<file path="src/rtl/bnn_ctrl_pkg.sv">
// Shared types and constants for the BNN OCR session controller.
// State encodings are visible on current_state, so the values are fixed.
package bnn_ctrl_pkg;

    typedef enum logic [2:0] {
        ST_IDLE       = 3'd0,
        ST_CMD        = 3'd1,
        ST_IMG_RX     = 3'd2,
        ST_INFERENCE  = 3'd3,
        ST_RESULT_RDY = 3'd4,
        ST_TX         = 3'd5,
        ST_CLEAR      = 3'd6,
        ST_ERROR      = 3'd7
    } state_t;

    localparam logic [7:0] CMD_LOAD  = 8'h01;
    localparam logic [7:0] CMD_READ  = 8'h02;
    localparam logic [7:0] CMD_CLEAR = 8'h03;

    typedef enum logic [2:0] {
        ERR_NONE    = 3'd0,
        ERR_BAD_CMD = 3'd1,
        ERR_ABORT   = 3'd2,
        ERR_TIMEOUT = 3'd3,
        ERR_SPI     = 3'd4
    } err_t;

    // Status byte returned first in a READ transaction.
    function automatic logic [7:0] status_byte(input logic valid, input err_t err);
        return {valid, 4'b0000, err};
    endfunction

endpackage

</file>
<file path="src/rtl/bnn_watchdog.sv">
// Saturating cycle counter guarding the inference phase.
// expired stays high once the count reaches TIMEOUT_CYCLES until cleared.
module bnn_watchdog #(
    parameter int TIMEOUT_CYCLES = 65536,
    localparam int CW = $clog2(TIMEOUT_CYCLES + 1)
) (
    input  logic clk,
    input  logic rst_n,
    input  logic clear,
    input  logic enable,
    output logic expired
);

    localparam logic [CW-1:0] LIMIT = CW'(TIMEOUT_CYCLES);

    logic [CW-1:0] count_reg;

    always_ff @(posedge clk or negedge rst_n) begin
        if (!rst_n) begin
            count_reg <= '0;
        end else if (clear) begin
            count_reg <= '0;
        end else if (enable && (count_reg != LIMIT)) begin
            count_reg <= count_reg + 1'b1;
        end
    end

    assign expired = (count_reg == LIMIT);

endmodule

</file>
<file path="src/rtl/bnn_session_ctrl.sv">
// SPI session controller: decodes per-transaction commands, streams image bytes
// into the buffer, launches and watches inference, and reports status over SPI.
module bnn_session_ctrl
    import bnn_ctrl_pkg::*;
#(
    parameter int IMG_BYTES      = 128,
    parameter int RES_W          = 4,
    parameter int TIMEOUT_CYCLES = 65536,
    parameter int AW             = $clog2(IMG_BYTES)
) (
    input  logic             clk,
    input  logic             rst_n,
    input  logic             CS,
    input  logic             byte_valid,
    input  logic [7:0]       rx_byte,
    input  logic             spi_error,
    input  logic             tx_done,
    output logic             byte_ready,
    output logic [7:0]       tx_byte,
    output logic             buffer_write_enable,
    output logic [AW-1:0]    buffer_addr,
    output logic             clear_buffer,
    input  logic             clear_done,
    output logic             infer_start,
    input  logic             result_ready,
    input  logic [RES_W-1:0] result_class,
    output logic             busy,
    output logic [2:0]       error_code,
    output logic [2:0]       current_state
);

    localparam logic [AW-1:0] LAST_ADDR = AW'(IMG_BYTES - 1);

    state_t             state_reg;
    state_t             state_next;
    err_t               err_event;
    err_t               error_code_reg;
    logic [7:0]         tx_byte_reg;
    logic [AW-1:0]      byte_cnt_reg;
    logic [RES_W-1:0]   result_reg;
    logic               result_valid_reg;
    logic [1:0]         tx_idx_reg;
    logic               infer_first_reg;
    logic               wd_expired;
    logic               enter_inference;
    logic               write_fire;
    logic               last_byte;
    logic               clear_fire;
    logic               tx_start;
    logic [7:0]         result_byte;

    assign write_fire      = (state_reg == ST_IMG_RX) && byte_valid;
    assign last_byte       = (byte_cnt_reg == LAST_ADDR);
    assign clear_fire      = (state_reg == ST_CLEAR) && clear_done;
    assign tx_start        = (state_reg == ST_CMD) && (state_next == ST_TX);
    assign enter_inference = (state_reg != ST_INFERENCE) && (state_next == ST_INFERENCE);

    // Zero-extend the latched class into the second READ byte.
    generate
        for (genvar gi = 0; gi < 8; gi++) begin : g_result_byte
            if (gi < RES_W) begin : g_bit
                assign result_byte[gi] = result_reg[gi];
            end else begin : g_zero
                assign result_byte[gi] = 1'b0;
            end
        end
    endgenerate

    bnn_watchdog #(
        .TIMEOUT_CYCLES(TIMEOUT_CYCLES)
    ) u_watchdog (
        .clk    (clk),
        .rst_n  (rst_n),
        .clear  (enter_inference),
        .enable (state_reg == ST_INFERENCE),
        .expired(wd_expired)
    );

    always_ff @(posedge clk or negedge rst_n) begin
        if (!rst_n) begin
            state_reg <= ST_IDLE;
        end else begin
            state_reg <= state_next;
        end
    end

    // Priority everywhere is spi_error > CS high > byte/tx events, except that
    // the final image byte still completes the load when CS rises with it.
    always_comb begin
        state_next = state_reg;
        err_event  = ERR_NONE;
        case (state_reg)
            ST_IDLE: begin
                if (!CS) state_next = ST_CMD;
            end
            ST_CMD: begin
                if (spi_error) begin
                    state_next = ST_ERROR;
                    err_event  = ERR_SPI;
                end else if (CS) begin
                    state_next = ST_IDLE;
                end else if (byte_valid) begin
                    case (rx_byte)
                        CMD_LOAD:  state_next = ST_IMG_RX;
                        CMD_READ:  state_next = ST_TX;
                        CMD_CLEAR: state_next = ST_CLEAR;
                        default: begin
                            state_next = ST_ERROR;
                            err_event  = ERR_BAD_CMD;
                        end
                    endcase
                end
            end
            ST_IMG_RX: begin
                if (spi_error) begin
                    state_next = ST_ERROR;
                    err_event  = ERR_SPI;
                end else if (byte_valid && last_byte) begin
                    state_next = ST_INFERENCE;
                end else if (CS) begin
                    state_next = ST_ERROR;
                    err_event  = ERR_ABORT;
                end
            end
            ST_INFERENCE: begin
                if (result_ready) begin
                    state_next = ST_RESULT_RDY;
                end else if (wd_expired) begin
                    state_next = ST_ERROR;
                    err_event  = ERR_TIMEOUT;
                end
            end
            ST_RESULT_RDY: begin
                if (CS) state_next = ST_IDLE;
            end
            ST_TX: begin
                if (spi_error) begin
                    state_next = ST_ERROR;
                    err_event  = ERR_SPI;
                end else if (CS) begin
                    state_next = ST_IDLE;
                end else if (tx_done && (tx_idx_reg == 2'd1)) begin
                    state_next = ST_IDLE;
                end
            end
            ST_CLEAR: begin
                if (clear_done) state_next = ST_IDLE;
            end
            ST_ERROR: begin
                if (CS) state_next = ST_IDLE;
            end
            default: state_next = ST_IDLE;
        endcase
    end

    always_comb begin
        byte_ready          = (state_reg == ST_TX) && (tx_idx_reg < 2'd2);
        buffer_write_enable = write_fire;
        clear_buffer        = (state_reg == ST_CLEAR);
        infer_start         = infer_first_reg;
        busy                = (state_reg == ST_INFERENCE) || (state_reg == ST_CLEAR);
    end

    always_ff @(posedge clk or negedge rst_n) begin
        if (!rst_n) begin
            error_code_reg   <= ERR_NONE;
            tx_byte_reg      <= '0;
            byte_cnt_reg     <= '0;
            result_reg       <= '0;
            result_valid_reg <= 1'b0;
            tx_idx_reg       <= '0;
            infer_first_reg  <= 1'b0;
        end else begin
            infer_first_reg <= enter_inference;

            if ((state_reg == ST_CMD) && (state_next == ST_IMG_RX)) begin
                byte_cnt_reg <= '0;
            end else if (write_fire) begin
                byte_cnt_reg <= last_byte ? '0 : byte_cnt_reg + 1'b1;
            end else if (clear_fire) begin
                byte_cnt_reg <= '0;
            end

            if (tx_start) begin
                tx_idx_reg  <= '0;
                tx_byte_reg <= status_byte(result_valid_reg, error_code_reg);
            end else if ((state_reg == ST_TX) && tx_done && (tx_idx_reg < 2'd2)) begin
                tx_idx_reg <= tx_idx_reg + 1'b1;
                if (tx_idx_reg == 2'd0) tx_byte_reg <= result_byte;
            end

            if ((state_reg == ST_INFERENCE) && result_ready) begin
                result_reg       <= result_class;
                result_valid_reg <= 1'b1;
            end else if (clear_fire) begin
                result_reg       <= '0;
                result_valid_reg <= 1'b0;
            end

            // First error sticks until a CLEAR completes.
            if (clear_fire) begin
                error_code_reg <= ERR_NONE;
            end else if ((err_event != ERR_NONE) && (error_code_reg == ERR_NONE)) begin
                error_code_reg <= err_event;
            end
        end
    end

    assign tx_byte       = tx_byte_reg;
    assign buffer_addr   = byte_cnt_reg;
    assign error_code    = error_code_reg;
    assign current_state = state_reg;

endmodule

</file>
<file path="config.mk">
export PLATFORM = sky130hd
export DESIGN_NAME = bnn_session_ctrl
export DESIGN_NICKNAME = d
export VERILOG_FILES = /design/src/rtl/bnn_ctrl_pkg.sv /design/src/rtl/bnn_watchdog.sv /design/src/rtl/bnn_session_ctrl.sv
export SDC_FILE = /design/constraint.sdc
export NUM_CORES = 1
export LEC_CHECK = 0
export BUFFER_PORTS_ARGS = -buffer_cell sky130_fd_sc_hd__buf_2
export CORE_MARGIN = 5
export CORE_UTILIZATION = 39
export DETAILED_ROUTE_END_ITERATION = 8
export PLACE_DENSITY_LB_ADDON = 0.1
export SYNTH_ARGS = -nofsm -noshare
export SYNTH_HDL_FRONTEND = slang
export SYNTH_SLANG_ARGS = --single-unit
</file>
<file path="constraint.sdc">
create_clock -name clk -period 1.8 [get_ports clk]
set_input_delay 0.27 -clock clk [delete_from_list [all_inputs] [get_ports clk]]
set_output_delay 0.27 -clock clk [all_outputs]
set_load 0.02 [all_outputs]
</file>
# ---- After elaboration in Yosys (flattened, before gate mapping)
# Index checks and enable logic that the tools add are counted.
dict set report totals {
  ff_bits 46
  latchBits 0
  ramBits 0
  rom_bits 0
  inputBits 20
  out_inout_bits 26
  wordCells 102
  mem_count 0
}
dict set report op_classes {
  addsub 3
  multipliers 0
  div_mod_pow 0
  magnitude_cmp 1
  n_eq_ne 18
  n_shift 0
  mux 44
  n_bitwise 0
  n_reduce_logical 27
}
# cell n
set op_table {}
lappend op_table {{3-bit 2-to-1 mux} 19}
lappend op_table {{17-bit 2-to-1 mux} 2}
lappend op_table {{7-bit 2-to-1 mux} 4}
lappend op_table {{8-bit 2-to-1 mux} 3}
lappend op_table {{3-bit case mux with 7 select lines} 1}
lappend op_table {{17-bit by 1-bit adder with 17-bit output, second input constant} 1}
lappend op_table {{17-bit equality test, second input constant} 1}
lappend op_table {{17-bit != test, second input constant} 1}
lappend op_table {{8-bit by 2-bit equality test with 1-bit output, second input constant} 2}
lappend op_table {{3-bit equality test, second input constant} 5}
lappend op_table {{1-bit logical AND} 13}
lappend op_table {{3-bit by 2-bit equality test with 1-bit output, second input constant} 4}
lappend op_table {{2-bit 2-to-1 mux} 6}
lappend op_table {{3-bit case mux with 4 select lines} 1}
lappend op_table {{2-bit nonzero test} 5}
lappend op_table {{3-bit case mux with 3 select lines} 1}
lappend op_table {{8-bit by 1-bit equality test with 1-bit output, second input constant} 1}
lappend op_table {{4-bit 2-to-1 mux} 2}
lappend op_table {{7-bit by 1-bit adder with 7-bit output, second input constant} 1}
lappend op_table {{7-bit equality test, second input constant} 1}
lappend op_table {{3-bit zero test} 2}
lappend op_table {{3-bit nonzero test} 2}
lappend op_table {{1-bit 2-to-1 mux} 5}
lappend op_table {{3-bit by 1-bit equality test with 1-bit output, second input constant} 1}
lappend op_table {{other kinds (9)} 9}

# ---- Depth between registers and ports, before layout
dict set report logic_depth {
  depth_word 11
  depth_mapped 10
  ltp_nobuf 8
}

# ---- Modules after synthesis
# Synthesis repeated with hierarchy kept, for this count alone.
dict set report unflattened {
  cells_unflattened 267
  hier_area_um2 2570.0
}
# module instances cells_each area_each_um2
set modules_own_cells {}
lappend modules_own_cells {bnn_session_ctrl 1 170 1626.6}
lappend modules_own_cells {bnn_watchdog 1 97 943.4}

# ---- Worst setup path before layout
# OpenSTA, ideal clock, no wires.
dict set report synth_path {
  path_type {reg-to-reg}
  startpoint {register byte_cnt_reg[0] (netlist: buffer_addr[0])}
  endpoint {register u_watchdog.count_reg[16]}
  t_arrival_ns 1.925
  t_required_ns 1.681
  setup_slack_ns -0.244
  path_stages_with_launch 10
  period_less_slack_ns 2.044
  path_cell_list {dfrtp_1 -> ha_1 -> and3_1 -> nand4_1 -> o211a_1 -> a21oi_1 -> o2111a_1 -> buf_6 -> buf_6 -> nor2_1}
}
dict set report synth_between {
  elab_chain_cells 8
  word_cells_on_any_way 9
}
# element line
set synth_lines {}
lappend synth_lines {{from (decl)} bnn_session_ctrl.sv:39} ;# logic [AW-1:0] byte_cnt_reg;
lappend synth_lines {{from (signal assigned)} bnn_session_ctrl.sv:179} ;# byte_cnt_reg <= last_byte ? '0 : byte_cnt_reg + 1'b1;
lappend synth_lines {{7-bit equality test (*)} bnn_session_ctrl.sv:53} ;# assign last_byte = (byte_cnt_reg == LAST_ADDR);
lappend synth_lines {{1-bit logical AND (*)} bnn_session_ctrl.sv:118} ;# end else if (byte_valid && last_byte) begin
lappend synth_lines {{3-bit 2-to-1 mux (*)} bnn_session_ctrl.sv:118}
lappend synth_lines {{3-bit 2-to-1 mux (*)} bnn_session_ctrl.sv:115} ;# if (spi_error) begin
lappend synth_lines {{3-bit case mux with 7 select lines (*)} bnn_session_ctrl.sv:92} ;# case (state_reg)
lappend synth_lines {{3-bit by 2-bit equality test with 1-bit output (*)} bnn_session_ctrl.sv:56} ;# assign enter_inference = (state_reg != ST_INFERENCE) && (state_next == ST_INFERENCE);
lappend synth_lines {{1-bit logical AND (*)} bnn_session_ctrl.sv:56}
lappend synth_lines {{net enter_inference} bnn_session_ctrl.sv:45} ;# logic enter_inference;
lappend synth_lines {{17-bit 2-to-1 mux or 2-bit nonzero test (tied branches)} -}
lappend synth_lines {{to (signal assigned)} bnn_watchdog.sv:24} ;# count_reg <= count_reg + 1'b1;
lappend synth_lines {{to (decl)} bnn_watchdog.sv:16} ;# logic [CW-1:0] count_reg;
# The timed path passes the listed nets; every way through them passes the cells marked *.
# A chain may end at the register's enable or synchronous reset.

# ---- Worst setup path after layout
dict set report layout_path {
  startpoint {register state_reg[2] (netlist: current_state[2])}
  endpoint {register tx_byte_reg[1] (netlist: tx_byte[1])}
}
dict set report layout_between {
  elab_chain_cells 8
  word_cells_on_any_way 32
}
# element line
set layout_lines {}
lappend layout_lines {{from (decl)} bnn_session_ctrl.sv:34} ;# state_t state_reg;
lappend layout_lines {{from (signal assigned)} bnn_session_ctrl.sv:83} ;# state_reg <= state_next;
lappend layout_lines {{3-bit 2-to-1 mux, on equally long branches} {bnn_session_ctrl.sv:142, bnn_session_ctrl.sv:102, bnn_session_ctrl.sv:120}}
lappend layout_lines {{3-bit 2-to-1 mux, on equally long branches} {bnn_session_ctrl.sv:140, bnn_session_ctrl.sv:100, bnn_session_ctrl.sv:118}}
lappend layout_lines {{3-bit 2-to-1 mux, on equally long branches} {bnn_session_ctrl.sv:137, bnn_session_ctrl.sv:97, bnn_session_ctrl.sv:115}}
lappend layout_lines {{3-bit case mux with 7 select lines (*)} bnn_session_ctrl.sv:92}
lappend layout_lines {{net state_next[2]} bnn_session_ctrl.sv:35} ;# state_t state_next;
lappend layout_lines {{3-bit equality test (*)} bnn_session_ctrl.sv:55} ;# assign tx_start = (state_reg == ST_CMD) && (state_next == ST_TX);
lappend layout_lines {{1-bit logical AND (*)} bnn_session_ctrl.sv:55}
lappend layout_lines {{2-bit nonzero test (no source line)} -}
lappend layout_lines {{2-bit AND reduction (no source line)} -}
lappend layout_lines {{to (signal assigned)} bnn_session_ctrl.sv:186} ;# tx_byte_reg <= status_byte(result_valid_reg, error_code_reg);
lappend layout_lines {{to (signal assigned)} bnn_session_ctrl.sv:189} ;# if (tx_idx_reg == 2'd0) tx_byte_reg <= result_byte;
lappend layout_lines {{to (decl)} bnn_session_ctrl.sv:38} ;# logic [7:0] tx_byte_reg;
# Marks and branches as above.

==> metrics.txt <==
outcome=finished, violations left; failing checks=negative setup slack; FMAX=514 MHz; critical path type=reg2reg; worst hold start=result_class[2]; IO Port Bufs=42; sequential fraction of the synthesis area=42.8%; HPWL after detailed placement=4740 µm; Final nets=408; initial antenna violation count=0; clock power share=13.6%; GPL Wtd Cong=0.838; largest family of logic cells by synthesized area=simple AND/OR/NAND/NOR gates; clock-pin slew on the worst setup and hold paths=80 ps; core footprint=6310 µm²; Worst Path Buf+Inv=0; largest net degree at the start of global routing=44; Synth Area in Compound Gates=14.2%; Worst Path Arrival=2130 ps; YS warnings=0; Sw Ratio=38.9%; die height=90.3 µm; Psw=2.18 mW; cell area after synthesis=2510 µm²; RSZ-0062 raised after global routing=yes; CTS Buf Count=5; drt via density=5.07; Logic pwr share=57.1%; Post-DRT Antenna Nets=0; Sink Count=43; routed len/inst=14.3 µm; part of the cycle the worst path needs=108%; Hold Path Class=in2reg; Crit. End Element=flop; grt ovf=0; Slew Limit Fails=0; Final Core Density=59.0%; CP cell instances=or2b_4 > a31oi_2 > a211oi_2 > nand3_2 > and2_4 > a221o_1; Iteration-0 DRC Markers=69; placed insts=438; Worst Reg-to-Reg Cells=6; critical path required time=1980 ps; r2r setup slk=-150 ps; reg2reg end=tx_byte[1]; worst hold path endpoint=result_reg[2]; mean cell area of the mapped netlist=9.35 µm²; synthesized flop and latch total=43; FP Rows=29; Total GRT Usage=16.2%; root buffer cell=clkbuf_8; Simple-Gate Fraction of Synth Area=27.6%; post-layout min period=1950 ps; Pwr Total=5.60 mW; Starting Density=39.8%; maximum vdd drop=0.000816 V; max reg flops=17; clock skew=2.53 ps; RR Startpoint=current_state[2]; max incr delay on CP=500 ps; Clk Latency, worst-skew pair=300 ps; Syn-to-layout area delta=48.1%; count of final setup violators=26; Crit-path slowest cell=dfrtp_2; P_int=3.42 mW; critical path startpoint category=flop; first-pass GRT wire length=11,100 µm; Primary FF master, synth=dfrtp_1; non-filler cells, final=461; EDFF count, synth=0; clk buf depth=2; Seq pwr share=29.3%; Unique masters post-synth=59; CTS tree=done; PD cells=1500 nW/µm²; htree depth=2; Crit path max-delay family=compound AO/OA/AOI/OAI gates; final hold viol count=0; post-synthesis cell count=269; Leakage=1.79 nW; Die Wd=90.3 µm; DRC Markers=0; mux cell area share after synthesis=1.19%; IO Pins=46; ant diodes=0; worst hold stages=2; Synth async-reset ratio=100%; slack of the critical path=-146 ps; WL final=6570 µm; fraction of layout cells with a size suffix above 1=47.9%; Die Area=8150 µm²; Post-Synth Adder-Cell Area=2.49%; Max-Cap Viols=0; Post-Synth XOR/XNOR Area=5.92%; CP max FO=8; vias in the first global route=2,369; TritonRoute pass-1 iters=4; DR vias=2,338
==> cell type report <==
cell class              count  area [µm²]
inverters                  10        42.5
repair buffers            117         857
clock buffers               5        68.8
well taps                  77        96.3
fillers                   572        2590
flip-flops and latches     43        1080
multi-input cells         206        1530
clock inverters             3        43.8
==> logic make-up (layout without fill, tap and decap cells) <==
family | Yosys count | in the layout
multiplexers | 3 | 3
AND/OR/NAND/NOR | 129 | 129
other | 1 | 3
flip-flops | 43 | 43
buffers and inverters | 22 | 135
AO/OA/AOI/OAI | 49 | 49
XOR/XNOR | 17 | 17
adder cells (fa/ha/maj) | 5 | 5
==> metrics by stage <==
step	hold slack (ps)	setup WS (ps)	TNS [ps]	cell area, µm²
final	192	-146	-2240	3720
after detailed placement	268	-159	-2550	3240
after global placement	266	-108	-1910	3240
after CTS	184	-89.9	-1800	3490
after global routing	193	-213	-4790	3720
after floorplan	-25.6	-97.8	-1110	2560
==> layer usage <==
metal	vias to the layer above	global-route usage, %	share of wire [%]
met3	12	3.17	3.8
met5	-	0	0
met2	46	26.3	49
met1	1105	21.3	45
met4	0	5.71	2.0
li1	1175	-	-
==> cells in the final DEF (no fill, tap or decap), types with 4 or more instances in the layout <==
cell	Yosys	final
clkbuf_8	1	5
dfrtp_2	0	5
nor4_1	5	5
nor2_4	0	5
xor2_1	7	7
o21ai_0	9	7
nand2_1	22	20
a21oi_1	13	10
a22o_1	4	4
buf_2	0	39
inv_1	9	6
nand3_1	8	8
nor2_1	43	36
nand4_1	7	7
buf_6	5	13
xnor2_1	10	10
dfrtp_1	43	38
buf_4	3	62
and2_1	7	8
==> repair_timing <==
action                                 in CTS  in global routing
pin swaps                                   9                 14
gates resized for setup                    21                 44
buffers inserted                            6                  8
setup endpoints to repair                  33                 37
endpoints found under the hold margin      43                  0
hold buffers                                1                  0
==> worst register-to-register path: cells and delay by family (launching register included) <==
kind               cells  cell delay [ps]
AOI/OAI and AO/OA      3              730
and+or+nand+nor        3              610
DFF                    1              500
==> power by group through the flow <==
stage                     clock, mW  sequential, mW  combinational (mW)
after floorplan                   0            1.78                1.35
after global placement            0            1.64                2.59
after detailed placement          0            1.64                2.63
after CTS                     0.786            1.61                2.86
after global routing          0.842            1.70                3.48
final                         0.760            1.64                3.20
==> worst max path at each step <==
stage	from	to	slack, ps	depth (start not counted)
after floorplan	buffer_addr[0]	u_watchdog.count_reg[16]	-100	9
after global placement	u_watchdog.count_reg[0]	u_watchdog.count_reg[16]	-110	8
after detailed placement	u_watchdog.count_reg[0]	u_watchdog.count_reg[11]	-160	8
after CTS	current_state[0]	tx_byte[1]	-90	6
after global routing	current_state[2]	u_watchdog.count_reg[2]	-210	7
final	current_state[2]	tx_byte[1]	-150	6
==> synthesized netlist by cell type, types with 7 or more instances <==
library cell,n,area [µm²]
dfrtp_1,43,1080
nor2_1,43,161
nand2_1,22,82.6
a21oi_1,13,65.1
xnor2_1,10,87.6
inv_1,9,33.8
o21ai_0,9,45.0
nand3_1,8,40.0
and2_1,7,43.8
nand4_1,7,43.8
xor2_1,7,61.3
Power figures use the tool's default switching activity.
